### src/rtl/vga_timing_gen.sv
// Raster timing source: free-running pixel/line counters plus zero-latency decode
// of sync, blanking, line and frame strobes from the current counter values.
module vga_timing_gen #(
  parameter int H_ACTIVE        = 640,
  parameter int H_FRONT         = 16,
  parameter int H_SYNC          = 96,
  parameter int H_BACK          = 48,
  parameter int V_ACTIVE        = 480,
  parameter int V_FRONT         = 10,
  parameter int V_SYNC          = 2,
  parameter int V_BACK          = 33,
  parameter bit SYNC_ACTIVE_LOW = 1'b1
) (
  input  logic       clk,
  input  logic       rst,
  output logic [9:0] x,
  output logic [9:0] y,
  output logic       hsync,
  output logic       vsync,
  output logic       display_on,
  output logic       line_start,
  output logic       next_frame,
  output logic [7:0] frame_count
);

  localparam int H_TOTAL = H_ACTIVE + H_FRONT + H_SYNC + H_BACK;
  localparam int V_TOTAL = V_ACTIVE + V_FRONT + V_SYNC + V_BACK;

  localparam logic [9:0] H_LAST     = 10'(H_TOTAL - 1);
  localparam logic [9:0] V_LAST     = 10'(V_TOTAL - 1);
  localparam logic [9:0] H_VIS      = 10'(H_ACTIVE);
  localparam logic [9:0] V_VIS      = 10'(V_ACTIVE);
  localparam logic [9:0] HS_START   = 10'(H_ACTIVE + H_FRONT);
  localparam logic [9:0] HS_END     = 10'(H_ACTIVE + H_FRONT + H_SYNC);
  localparam logic [9:0] VS_START   = 10'(V_ACTIVE + V_FRONT);
  localparam logic [9:0] VS_END     = 10'(V_ACTIVE + V_FRONT + V_SYNC);
  localparam logic       SYNC_ASSERT = ~SYNC_ACTIVE_LOW;

  logic x_last;
  logic y_last;
  logic in_hsync;
  logic in_vsync;

  assign x_last = (x == H_LAST);
  assign y_last = (y == V_LAST);

  // frame_count advances on the same edge that wraps both counters,
  // so the new count appears together with x=0, y=0.
  always_ff @(posedge clk) begin
    if (rst) begin
      x           <= '0;
      y           <= '0;
      frame_count <= '0;
    end else if (x_last) begin
      x <= '0;
      if (y_last) begin
        y           <= '0;
        frame_count <= frame_count + 8'd1;
      end else begin
        y <= y + 10'd1;
      end
    end else begin
      x <= x + 10'd1;
    end
  end

  // Pure decode of the registered counters: RGB derived from x/y lines up with these.
  always_comb begin
    in_hsync   = (x >= HS_START) && (x < HS_END);
    in_vsync   = (y >= VS_START) && (y < VS_END);
    hsync      = in_hsync ? SYNC_ASSERT : ~SYNC_ASSERT;
    vsync      = in_vsync ? SYNC_ASSERT : ~SYNC_ASSERT;
    display_on = (x < H_VIS) && (y < V_VIS);
    line_start = (x == 10'd0);
    next_frame = (x == 10'd0) && (y == V_VIS);
  end

endmodule

### config.mk
export PLATFORM = sky130hd
export DESIGN_NAME = vga_timing_gen
export DESIGN_NICKNAME = d
export VERILOG_FILES = /design/src/rtl/vga_timing_gen.sv
export SDC_FILE = /design/constraint.sdc
export NUM_CORES = 1
export LEC_CHECK = 0
export ABC_AREA = 0
export BUFFER_PORTS_ARGS = -buffer_cell sky130_fd_sc_hd__buf_2
export CAP_MARGIN = 25
export CORE_MARGIN = 10
export CORE_UTILIZATION = 50
export DETAILED_ROUTE_END_ITERATION = 8
export GPL_TIMING_DRIVEN = 0
export HOLD_SLACK_MARGIN = 0.03
export PLACE_DENSITY = 0.74
export SLEW_MARGIN = 20
export SYNTH_ARGS = -nofsm -noshare
export SYNTH_HDL_FRONTEND = slang
export SYNTH_SLANG_ARGS = --single-unit
### constraint.sdc
create_clock -name clk -period 7.1 [get_ports clk]
set_clock_uncertainty 0.1 [all_clocks]
set_input_delay 1.42 -clock clk [delete_from_list [all_inputs] [get_ports clk]]
set_output_delay 1.42 -clock clk [all_outputs]
set_load 0.05 [all_outputs]
==> flow_metrics.tcl <==
set metrics [dict create \
    place_hpwl_mm 2.67 \
    synth_cell_types 31 \
    cts_setup_buffers 0 \
    layout-drive-gt1-share_pct 21.4 \
    crit_type "reg -> out" \
    antenna_cells 0 \
    antenna_found_initial 0 \
    fin_nets 215 \
    cts_tree "built" \
    setup_tns_ns 0 \
    path_cells "buf_2, or4_1, nor4_1, and4b_1, buf_2" \
    vias 1398 \
    crit_arrival_ns 2.30 \
    final_cell_area_um2 1680 \
    grt_start_max_net_pins 16 \
    hold_viol_final 0 \
    io_buffers 34 \
    grt_pass1_wl_mm 5.74 \
    yosysTopAreaCellShare_pct 39.2 \
    start_kind "register" \
    path_clk_slew_ns 0.16 \
    grt_overflow 0 \
    fin_crit_ns 3.82 \
    ys_ff_latch 28 \
    grt_use_total_pct 12.6 \
    layout_setup_ws_ns 3.28 \
    ios 35 \
    routed_wirelength_mm 3.52 \
    ys_seq_area_share_pct 39.2 \
    synth_edf_count 0 \
    fp.dieArea_um2 5400 \
    clk_path_buf_depth 2 \
    p_leak_uw 0.000667 \
    rows 19 \
    fp.dieH_um 73.5 \
    drc 0 \
    post-place-ws_ns 3.65 \
    ys_top_cells_by_count "dfxtp_1, a21oi_1, nor2_1" \
    syn2layout_area_growth_pct 17.1 \
    core_um2 2760 \
    drv_slew 0 \
    htree_levels 1 \
    viasPerCell 5.90 \
    cp_slowest_cell "or4_1" \
    status "finished clean" \
    finalCritPeriodShare_pct 53.9 \
    gp_congestion 0.862 \
    grt_pass1_vias 1358 \
    netlist_area_um2 1430 \
    critPathMaxStageDelay_ns 0.52 \
    cts.sinks 28 \
    synth_area_leaders "dfxtp_1, or4_1, a21oi_1, ha_1, o31ai_1" \
    cts_buffers 3 \
    slew_headroom_pct 66.1 \
    worst_slew_pin_slew_ns 0.502 \
    yosysWarnings 0 \
    cap_violations 0 \
    start_util_pct 51.9 \
    hp-class "reg -> reg" \
    insertion_delay_ns 0.33 \
    worst_setup_path_end_kind "primary output" \
    hold_buffers 0 \
    ctsResizeCount 0 \
    synth.net_count 176 \
    vdd_drop_max_uv 127 \
    cp_max_fo 8 \
    drt_iter0_drc 98 \
    synth_top_cell_by_area "dfxtp_1" \
    die_w_um 73.5 \
    first_pass_iters 5 \
    cts_root_buffer "clkbuf_4" \
    syn_inst 168 \
    clock.fmax_mhz 262 \
    grt_setup_unrepaired "no" \
    async_reset_ff_share_pct 0 \
    setup_violations 0 \
    crit_top_cell "buf_2" \
    postPlaceCellArea_um2 1640 \
    power_density_nw_per_um2 154 \
    wire_per_inst_um 14.9 \
    synth_area_per_cell_um2 8.52 \
    yosysMostFrequentCell "dfxtp_1" \
    synthFlopType "dfxtp_1" \
    ant_nets 0 \
    crit_required_ns 5.58 \
]
[cells in the final DEF (no fill, tap or decap)]
cell type and n:
nor4bb_1 1, clkbuf_1 5, and3_1 2, and3b_1 1, ha_1 6, buf_6 2, clkbuf_4 3, mux2i_1 1
or4_1 11, nor2_1 15, dfxtp_1 28, and4_1 2, o31ai_1 9, nand3_1 7, nor4_1 5, buf_2 35
a21oi_1 15, and2_1 2, or4_4 1, nand4_1 6, o211ai_1 1, or3_1 5, nor3_1 3, nand2_1 11
and4b_1 1, clkbuf_8 1, o21ai_0 7, xor2_1 5, xnor2_1 5, inv_1 7, or4b_4 1, a21o_1 1
or2_2 1
[power by group]
group / total [uW] / switching (uW) / internal [uW]
clock: 78.2 / 46.8 / 31.3
combinational: 18.9 / 14.5 / 4.37
sequential: 161 / 1.91 / 159
[worst paths after layout]
| kind | startpoint | cells past startpoint | slack, ns | end |
|---|---|---|---|---|
| max | x[4] | 5 | 3.28 | next_frame |
| min | frame_count[7] | 2 | 0.38 | frame_count[7] |
| max reg2reg | x[4] | 8 | 4.41 | y[7] |
| min reg2reg | frame_count[7] | 2 | 0.38 | frame_count[7] |
[through the flow]
stage | utilization [%] | instances | hold slack [ns] | power, uW
floorplan | - | 168 | 0.574 | 178
finish | 60.8 | 237 | 0.379 | 258
global route | 60.8 | 237 | 0.416 | 270
global placement | 59.5 | 233 | 0.362 | 183
CTS | 60.8 | 237 | 0.386 | 259
detailed placement | 59.5 | 233 | 0.367 | 183
[cells by family (layout without fill, tap and decap cells)]
logic type	count (synthesis)	after routing	synth area share, %
and+or+nand+nor	75	75	30.2
AOI/OAI and AO/OA	33	33	13.5
DFF	28	28	39.2
buffers and inverters	15	53	5.07
xor gates and xnor gates	10	10	6.12
adders and majority gates	6	6	5.24
muxes	1	1	0.699
[worst max-delay path: cells and delay by family, from the launching register on]
kind / cells / cell delay, ns
and+or+nand+nor: 3 / 1.23
buffers and inverters: 2 / 0.42
DFF: 1 / 0.34
[layer usage]
layer / GRT usage, % / up-vias / part of all wire, %
li1: - / 695 / -
met1: 15.1 / 665 / 44
met2: 20.8 / 34 / 48
met3: 3.10 / 4 / 6.2
met4: 5.18 / 0 / 0.99
met5: 0 / - / 0
[state kept, by name, summed over array words and instances (netlist names)]
name / count
frame_count: 8
x: 10
y: 10
[final cells by class]
cell class / instances / area [um2]
fill: 263 / 1080
multi-input combinational: 125 / 798
sequential: 28 / 561
timing repair buffer: 34 / 170
buffer: 8 / 46.3
tap: 31 / 38.8
clock buffer: 4 / 36.3
inverter: 7 / 26.3
No activity file was read; power rests on OpenSTA's default activity.
